File: config.mk
export PLATFORM = sky130hd
export DESIGN_NAME = sound_arbiter_flat
export DESIGN_NICKNAME = d
export VERILOG_FILES = /design/src/rtl/sound_arbiter_if.sv /design/src/rtl/sound_arbiter.sv /design/src/flat_wrapper.sv
export SDC_FILE = /design/constraint.sdc
export NUM_CORES = 1
export LEC_CHECK = 0
export ABC_AREA = 0
export CORE_UTILIZATION = 50
export DETAILED_ROUTE_END_ITERATION = 16
export GPL_TIMING_DRIVEN = 0
export MAX_ROUTING_LAYER = met4
export PLACE_DENSITY = 0.72
export SYNTH_ARGS = -nofsm -noshare
export SYNTH_HDL_FRONTEND = slang
export SYNTH_SLANG_ARGS = --single-unit
File: constraint.sdc
create_clock -name clk -period 3.35 [get_ports clk]
set_input_delay 1.005 -clock clk [delete_from_list [all_inputs] [get_ports clk]]
set_output_delay 1.005 -clock clk [all_outputs]
set_load 0.02 [all_outputs]
File: src/rtl/sound_arbiter_if.sv
// rtl/sound_arbiter_if.sv - event/level inputs and speaker outputs of the sound arbiter
interface sound_arbiter_if;
    logic       wall;
    logic       hit;
    logic       goal;
    logic       p1_win;
    logic       p2_win;
    logic       mute;
    logic       tone;
    logic       busy;
    logic [2:0] cur_evt;

    modport master (
        output wall, hit, goal, p1_win, p2_win, mute,
        input  tone, busy, cur_evt
    );

    modport slave (
        input  wall, hit, goal, p1_win, p2_win, mute,
        output tone, busy, cur_evt
    );
endinterface

File: src/rtl/sound_arbiter.sv
// rtl/sound_arbiter.sv - prioritised game sound arbiter; SOUND_WIN_MELODY_EN selects the 3-note win melody
module sound_arbiter #(
    parameter int TICK_DIV  = 25000,
    parameter int WALL_HALF = 50000,
    parameter int HIT_HALF  = 25000,
    parameter int GOAL_HALF = 12500,
    parameter int MID_HALF  = 18750,
    parameter int WALL_MS   = 30,
    parameter int HIT_MS    = 50,
    parameter int GOAL_MS   = 200,
    parameter int NOTE_MS   = 150,
    parameter int GAP_MS    = 20
) (
    input  logic              clk,
    input  logic              rst_n,
    sound_arbiter_if.slave    snd
);

    function automatic int max2(input int a, input int b);
        return (a > b) ? a : b;
    endfunction

    localparam int HALF_MAX = max2(max2(WALL_HALF, HIT_HALF), max2(GOAL_HALF, MID_HALF));
    localparam int DUR_MAX  = max2(max2(max2(WALL_MS, HIT_MS), max2(GOAL_MS, 3 * NOTE_MS)), GAP_MS);
    localparam int HW = $clog2(HALF_MAX + 1);
    localparam int DW = $clog2(DUR_MAX + 1);
    localparam int TW = $clog2(TICK_DIV + 1);

    localparam logic [2:0] EV_NONE = 3'd0;
    localparam logic [2:0] EV_WALL = 3'd1;
    localparam logic [2:0] EV_HIT  = 3'd2;
    localparam logic [2:0] EV_GOAL = 3'd3;
    localparam logic [2:0] EV_WIN  = 3'd4;

    typedef enum logic [1:0] {ST_IDLE, ST_PLAY, ST_GAP} state_t;

    state_t          r_state, w_state_n;
    logic [2:0]      r_evt, w_evt_n;
    logic [3:0]      r_pend, w_pend_n;
    logic            r_win_d;
    logic            r_armed;
    logic            r_tone;
    logic [HW-1:0]   r_hcnt;
    logic [TW-1:0]   r_div;
    logic [DW-1:0]   r_tcnt;
`ifdef SOUND_WIN_MELODY_EN
    logic [1:0]      r_note, w_note_n;
`endif

    logic            w_win_lvl, w_win_edge;
    logic [3:0]      w_set, w_req, w_grant;
    logic [2:0]      w_top;
    logic [HW-1:0]   w_half_m1;
    logic [DW-1:0]   w_tlast;
    logic            w_tick_end, w_note_end, w_preempt, w_restart;

    // r_armed blocks a false win edge when a win level is already high at reset release
    always_comb begin
        w_win_lvl  = snd.p1_win | snd.p2_win;
        w_win_edge = w_win_lvl & ~r_win_d & r_armed;
        w_set      = snd.mute ? 4'b0000 : {w_win_edge, snd.goal, snd.hit, snd.wall};
        w_req      = r_pend | w_set;
        w_top      = w_req[3] ? EV_WIN  :
                     w_req[2] ? EV_GOAL :
                     w_req[1] ? EV_HIT  :
                     w_req[0] ? EV_WALL : EV_NONE;
        w_preempt  = (((r_evt == EV_WALL) || (r_evt == EV_HIT)) && (w_req[2] || w_req[3])) ||
                     ((r_evt == EV_GOAL) && w_req[3]);
    end

    always_comb begin
        w_half_m1 = HW'(GOAL_HALF - 1);
        w_tlast   = DW'(GOAL_MS - 1);
        case (r_evt)
            EV_WALL: begin w_half_m1 = HW'(WALL_HALF - 1); w_tlast = DW'(WALL_MS - 1); end
            EV_HIT:  begin w_half_m1 = HW'(HIT_HALF - 1);  w_tlast = DW'(HIT_MS - 1);  end
            EV_WIN: begin
`ifdef SOUND_WIN_MELODY_EN
                w_tlast = DW'(NOTE_MS - 1);
                case (r_note)
                    2'd0:    w_half_m1 = HW'(HIT_HALF - 1);
                    2'd1:    w_half_m1 = HW'(MID_HALF - 1);
                    default: w_half_m1 = HW'(GOAL_HALF - 1);
                endcase
`else
                w_half_m1 = HW'(GOAL_HALF - 1);
                w_tlast   = DW'(3 * NOTE_MS - 1);
`endif
            end
            default: ;
        endcase
        if (r_state == ST_GAP) begin
            w_tlast = DW'(GAP_MS - 1);
        end
        w_tick_end = (r_div == TW'(TICK_DIV - 1));
        w_note_end = w_tick_end && (r_tcnt == w_tlast);
    end

    always_comb begin
        w_state_n = r_state;
        w_evt_n   = r_evt;
        w_grant   = 4'b0000;
        w_restart = 1'b0;
`ifdef SOUND_WIN_MELODY_EN
        w_note_n  = r_note;
`endif
        if (snd.mute) begin
            w_state_n = ST_IDLE;
            w_evt_n   = EV_NONE;
            w_restart = 1'b1;
        end else begin
            case (r_state)
                ST_IDLE: begin
                    w_evt_n = EV_NONE;
                    if (|w_req) begin
                        w_grant   = 4'b0001 << (w_top - 3'd1);
                        w_evt_n   = w_top;
                        w_state_n = ST_PLAY;
                        w_restart = 1'b1;
`ifdef SOUND_WIN_MELODY_EN
                        w_note_n  = 2'd0;
`endif
                    end
                end
                ST_PLAY: begin
                    if (w_preempt) begin
                        w_state_n = ST_IDLE;
                        w_evt_n   = EV_NONE;
                        w_restart = 1'b1;
                    end else if (w_note_end) begin
                        w_state_n = ST_GAP;
                        w_restart = 1'b1;
                    end
                end
                ST_GAP: begin
                    if (w_preempt) begin
                        w_state_n = ST_IDLE;
                        w_evt_n   = EV_NONE;
                        w_restart = 1'b1;
                    end else if (w_note_end) begin
                        w_state_n = ST_IDLE;
                        w_evt_n   = EV_NONE;
                        w_restart = 1'b1;
`ifdef SOUND_WIN_MELODY_EN
                        if ((r_evt == EV_WIN) && (r_note != 2'd2)) begin
                            w_state_n = ST_PLAY;
                            w_evt_n   = EV_WIN;
                            w_note_n  = r_note + 2'd1;
                        end
`endif
                    end
                end
                default: begin
                    w_state_n = ST_IDLE;
                    w_evt_n   = EV_NONE;
                    w_restart = 1'b1;
                end
            endcase
        end
        // a pulse consumed by its own grant must not re-arm; one arriving on top of an older pending bit does
        w_pend_n = snd.mute ? 4'b0000 : ((r_pend & ~w_grant) | (w_set & ~(w_grant & ~r_pend)));
    end

    always_ff @(posedge clk or negedge rst_n) begin
        if (!rst_n) begin
            r_state <= ST_IDLE;
        end else begin
            r_state <= w_state_n;
        end
    end

    always_ff @(posedge clk or negedge rst_n) begin
        if (!rst_n) begin
            r_evt   <= EV_NONE;
            r_pend  <= 4'b0000;
            r_win_d <= 1'b0;
            r_armed <= 1'b0;
            r_tone  <= 1'b0;
            r_hcnt  <= '0;
            r_div   <= '0;
            r_tcnt  <= '0;
`ifdef SOUND_WIN_MELODY_EN
            r_note  <= 2'd0;
`endif
        end else begin
            r_evt   <= w_evt_n;
            r_pend  <= w_pend_n;
            r_win_d <= w_win_lvl;
            r_armed <= 1'b1;
`ifdef SOUND_WIN_MELODY_EN
            r_note  <= w_note_n;
`endif
            if (w_restart) begin
                r_tone <= 1'b0;
                r_hcnt <= '0;
                r_div  <= '0;
                r_tcnt <= '0;
            end else if (r_state != ST_IDLE) begin
                if (w_tick_end) begin
                    r_div  <= '0;
                    r_tcnt <= r_tcnt + DW'(1);
                end else begin
                    r_div  <= r_div + TW'(1);
                end
                if (r_state == ST_PLAY) begin
                    if (r_hcnt == w_half_m1) begin
                        r_hcnt <= '0;
                        r_tone <= ~r_tone;
                    end else begin
                        r_hcnt <= r_hcnt + HW'(1);
                    end
                end else begin
                    r_tone <= 1'b0;
                end
            end
        end
    end

    assign snd.tone    = r_tone;
    assign snd.busy    = (r_state != ST_IDLE);
    assign snd.cur_evt = r_evt;

endmodule

File: src/flat_wrapper.sv
// flat-port wrapper written by rule: the top's interface ports become plain ports
module sound_arbiter_flat 
#(
    parameter int TICK_DIV  = 25000,
    parameter int WALL_HALF = 50000,
    parameter int HIT_HALF  = 25000,
    parameter int GOAL_HALF = 12500,
    parameter int MID_HALF  = 18750,
    parameter int WALL_MS   = 30,
    parameter int HIT_MS    = 50,
    parameter int GOAL_MS   = 200,
    parameter int NOTE_MS   = 150,
    parameter int GAP_MS    = 20
)
  (clk, rst_n, snd_wall, snd_hit, snd_goal, snd_p1_win, snd_p2_win, snd_mute, snd_tone, snd_busy, snd_cur_evt);
  sound_arbiter_if snd_i ();
  input  logic clk;
  input  logic rst_n;
  input wire logic [$bits(snd_i.wall)-1:0] snd_wall;
  input wire logic [$bits(snd_i.hit)-1:0] snd_hit;
  input wire logic [$bits(snd_i.goal)-1:0] snd_goal;
  input wire logic [$bits(snd_i.p1_win)-1:0] snd_p1_win;
  input wire logic [$bits(snd_i.p2_win)-1:0] snd_p2_win;
  input wire logic [$bits(snd_i.mute)-1:0] snd_mute;
  output wire logic [$bits(snd_i.tone)-1:0] snd_tone;
  output wire logic [$bits(snd_i.busy)-1:0] snd_busy;
  output wire logic [$bits(snd_i.cur_evt)-1:0] snd_cur_evt;
  assign snd_i.wall = snd_wall;
  assign snd_i.hit = snd_hit;
  assign snd_i.goal = snd_goal;
  assign snd_i.p1_win = snd_p1_win;
  assign snd_i.p2_win = snd_p2_win;
  assign snd_i.mute = snd_mute;
  assign snd_tone = snd_i.tone;
  assign snd_busy = snd_i.busy;
  assign snd_cur_evt = snd_i.cur_evt;
  sound_arbiter #(.TICK_DIV(TICK_DIV), .WALL_HALF(WALL_HALF), .HIT_HALF(HIT_HALF), .GOAL_HALF(GOAL_HALF), .MID_HALF(MID_HALF), .WALL_MS(WALL_MS), .HIT_MS(HIT_MS), .GOAL_MS(GOAL_MS), .NOTE_MS(NOTE_MS), .GAP_MS(GAP_MS)) u_core (.clk(clk), .rst_n(rst_n), .snd(snd_i));
endmodule
==> flow_results.org <==
** Power
- Cell internal power was estimated by the tool at around 0.93 mW.
- Switching power :: around 0.47 mW
- Switching Share :: 33.6%
- The worst-case IR drop observed on VDD is roughly 0.27 mV.
- The design draws around 1.4 mW.
- Of the total power, combinational logic draws between 20% and 30%.
- Leak pwr :: ~1.4 nW
- Power per Cell Area :: 396 mW/mm²
- Of the total power, the clock network draws 24.7%.
- Sequential cells account for a little under half of the total power.

** Die
- The floorplan step defined a die boundary enclosing a little under 0.007 mm².
- Pin placement for this block handled 13 I/O pins.
- FP Rows :: 28
- Starting utilization of the core area :: 53.1%
- Core area :: a little over 0.006 mm²
- The die is roughly 82 µm tall.
- The floorplan step set the die width to roughly 82 µm.

** Status
- The flow ran to the end, and the final reports show no timing, DRC or antenna violations.

** STA
- For the pin with the worst max-slew slack, the measured transition is 629 ps.
- In the post-route analysis, the smallest setup slack over all paths is ~350 ps.
- The count of pins over their slew limit came to 0.
- Setup repair after global routing missed its margin :: no
- Relative slew margins :: ~58%
- The worst path needs between 3000 and 4000 ps of the cycle, external delays included.
- Post-route setup TNS :: 0 ps
- Setup violations remaining at the end of the flow were counted as 0.
- For the final database, setup skew stands at 11.2 ps.
- Fin. Hold Viols :: 0
- Based on the critical path, the design can be clocked at up to approximately 0.33 GHz.
- Dividing the final minimum period by the clock period gives 89.7%.

** GRT
- Global routing finished with a remaining overflow of 0.
- Via count of the first global-routing pass :: 2632
- The first global-routing pass estimated 12200 µm of wire.
- Global router's overall resource usage :: roughly 24%
- Maximum number of pins on one net before global-route repair :: 33
- Number of antenna violations at the first check in global routing :: 0

** Synthesis
- Post-synthesis share of cell area spent on and, or, nand and nor gates :: between 30% and 40%
- Number of flops mapped to enable cells by yosys :: 0
- Of the total synthesized cell area, the portion taken by full adders, half adders and majority gates is under 10%.
- Most numerous cell types in the synthesized netlist :: dfrtp_1, nor2_1, nand2_1
- After Yosys synthesis, XOR and XNOR cells account for 5.42% of the synthesized area.
- Of the post-synthesis cell area, the part taken by muxes is around 2.3%.
- Counting every net in the synthesized netlist gives 390.
- Among all flip-flop cells after synthesis, the most frequent one is dfrtp_1.
- By area, the combinational part of the netlist is dominated by simple AND/OR/NAND/NOR gates.
- The Yosys step of the flow raised 0 warnings.
- Summing the sequential cell areas from Yosys gives 40.2% of the chip area.
- The largest total area in the synthesized netlist belongs to dfrtp_1.
- Fraction of registers with async set/reset :: between 90% and 100%
- Cell with the most instances after synthesis :: dfrtp_1
- After synthesis, the mean cell area works out to 8.62 µm².
- Cell types with the largest area share after synthesis :: dfrtp_1, nor2_1, nand2_1
- Register bit total from synthesis :: 52
- Cell area after technology mapping :: roughly 0.0032 mm²
- Synthesized netlist cell count :: 375
- Synth cell types :: 54
- Summing the areas of all compound-gate instances in the mapped netlist gives between 10% and 20% of the synthesized area.
- Fraction of synthesized cell area taken by the top area cell type :: a little over 40%

** Drt
- Number of routed nets with antenna violations :: 0
- Number of DRC violations after detailed routing :: 0
- Routed Wire Length :: 7080 µm
- In the routed layout, each cell is associated on average with a via count of between 5 and 6.
- The routed layout has 2800 vias.
- Initial DRC Count :: roughly 190
- In the final routed layout, each cell accounts on average for 15.1 µm.
- For this run, the detailed router's first-pass iteration total came to 4.

** Layout
- 0 antenna diodes ended up in the layout.
- Area Overhead vs Synth :: 9.17%
- Share of layout cells above drive strength 1 :: under 10%
- Nets :: just over 400

** Clocking
- Insertion delay to the later sink of the worst-skew pair :: ~300 ps
- Gates resized during post-CTS repair numbered 0.
- Worst-path clk slew :: 100 ps
- TritonCTS Buffers :: 5
- Root buffer selected by CTS :: clkbuf_8
- For this design, the sink count on the clock tree is 52.
- In this run the number of H-tree levels came out at 2.
- No sink is reached through more buffers than the 2 on the longest clock path.
- Setup bufs post-CTS :: 0
- The number of hold buffers added after CTS was 0.
- TritonCTS clock tree :: built

** Setup path
- Broken down by cell family, the worst path's largest delay share belongs to buffers and inverters.
- Data on the critical path arrives at its endpoint at around 2000 ps.
- Buf+Inv Stages, Crit Path :: 3
- The largest single stage delay on the critical path is roughly 630 ps.
- Crit. End Element :: output port
- Critical path class :: reg2out
- STA puts the critical path data required time at about 2300 ps.
- Launching element type of the critical path :: flop
- The slowest stage of the critical path belongs to the cell clkdlybuf4s50_1.
- Crit path cell chain :: inv_1 > ha_1 > clkinv_1 > clkdlybuf4s50_1
- Critical-path maximum fanout :: 9

** Flow run
- Max-cap violations in this run came to 0.

** Min path
- Min-delay worst type :: reg2reg

** Placed design
- Gpl congestion :: roughly 0.87
- Half-perimeter wire length after placement :: ~5100 µm
- Post-Place Setup Slack :: between 50 and 60 ps
- Port buffering added 11 buffers.
## final timing paths
check	from	to	slack [ps]	depth (start not counted)
setup / recovery	u_core.r_state[1]	snd_busy	350	4
hold / removal	u_core.r_div[1]	u_core.r_div[1]	550	2
setup reg to reg	u_core.r_div[11]	u_core.r_hcnt[14]	870	7
hold reg to reg	u_core.r_div[1]	u_core.r_div[1]	550	2
max in group asynchronous	rst_n	u_core.r_state[0]	2150	2
min in group asynchronous	rst_n	u_core.r_tcnt[8]	660	1
## flip-flops by register name, summed over array words and instances, names as in the netlist
| signal | flops |
|---|---|
| u_core.r_state | 2 |
| u_core.r_win_d | 1 |
| u_core.r_hcnt | 16 |
| u_core.snd.tone | 1 |
| u_core.r_armed | 1 |
| u_core.r_pend | 4 |
| u_core.r_div | 15 |
| u_core.r_tcnt | 9 |
| u_core.snd.cur_evt | 3 |
## routing by layer
layer / vias up / routed length, µm / GRT usage [%]
met2: 36 / 3410 / 38.9
met1: 1377 / 3460 / 32.0
met3: 7 / 160 / 3.74
met4: 0 / 53 / 6.14
met5: - / 0 / -
li1: 1380 / - / -
## layout by cell type, fill, tap and decap left out, types with 4 or more instances in the layout
cell             instances
nand4_1                 10
inv_1                    8
nand3b_1                 6
nor2b_1                  5
nor4_1                   6
dfrtp_1                 52
nor4b_1                  4
nor4bb_1                 5
xnor2_1                  8
a31oi_1                  7
and3_1                   7
clkbuf_1                15
clkdlybuf4s50_1         10
nor2_1                  44
a21oi_1                 25
nand2_1                 38
buf_2                    8
nor3b_1                  6
clkbuf_8                 5
xor2_1                  12
nand3_1                 17
ha_1                     7
or3_1                    6
nor3_1                  13
o21ai_0                 16
## cell type report
type	count	area, µm²
Sequential cell	52	1300
Buffer	21	87.6
Timing Repair Buffer	12	125
Inverter	9	33.8
Clock buffer	6	72.6
Tap cell	75	93.8
Multi-Input combinational cell	293	1810
Clock inverter	1	5.00
Fill cell	555	2560
## through the flow
stage	util, %	instances	area, µm²	hold WS [ps]
final	57.9	469	3530	554
after global routing	57.9	469	3530	589
after CTS	57.9	469	3530	549
after detailed placement	56.7	462	3450	535
after global placement	56.4	461	3440	525
after floorplan	-	375	3230	494
## cells by family (layout without fill, tap and decap cells)
group / Yosys count / count (layout)
multiplexers: 6 / 6
other: 1 / 1
AO/OA/AOI/OAI: 69 / 69
adder cells (fa/ha/maj): 8 / 8
buffers and inverters: 30 / 49
XOR/XNOR: 20 / 20
AND/OR/NAND/NOR: 189 / 189
flip-flops: 52 / 52
## worst reg2reg max path: cells and delay by family, from the launching register on
kind,cells,cell delay (ps)
buffers and inverters,1,280
AOI/OAI and AO/OA,3,500
and+or+nand+nor,3,1140
DFF,1,420
## power by group through the flow
stage               combinational (mW)  sequential [mW]  clock (mW)
global route                     0.431            0.670       0.374
floorplan                        0.257            0.683           0
CTS                              0.389            0.666       0.351
global placement                 0.382            0.678           0
detailed placement               0.387            0.679           0
finish                           0.386            0.666       0.345
No activity file was read; power rests on OpenSTA's default activity.
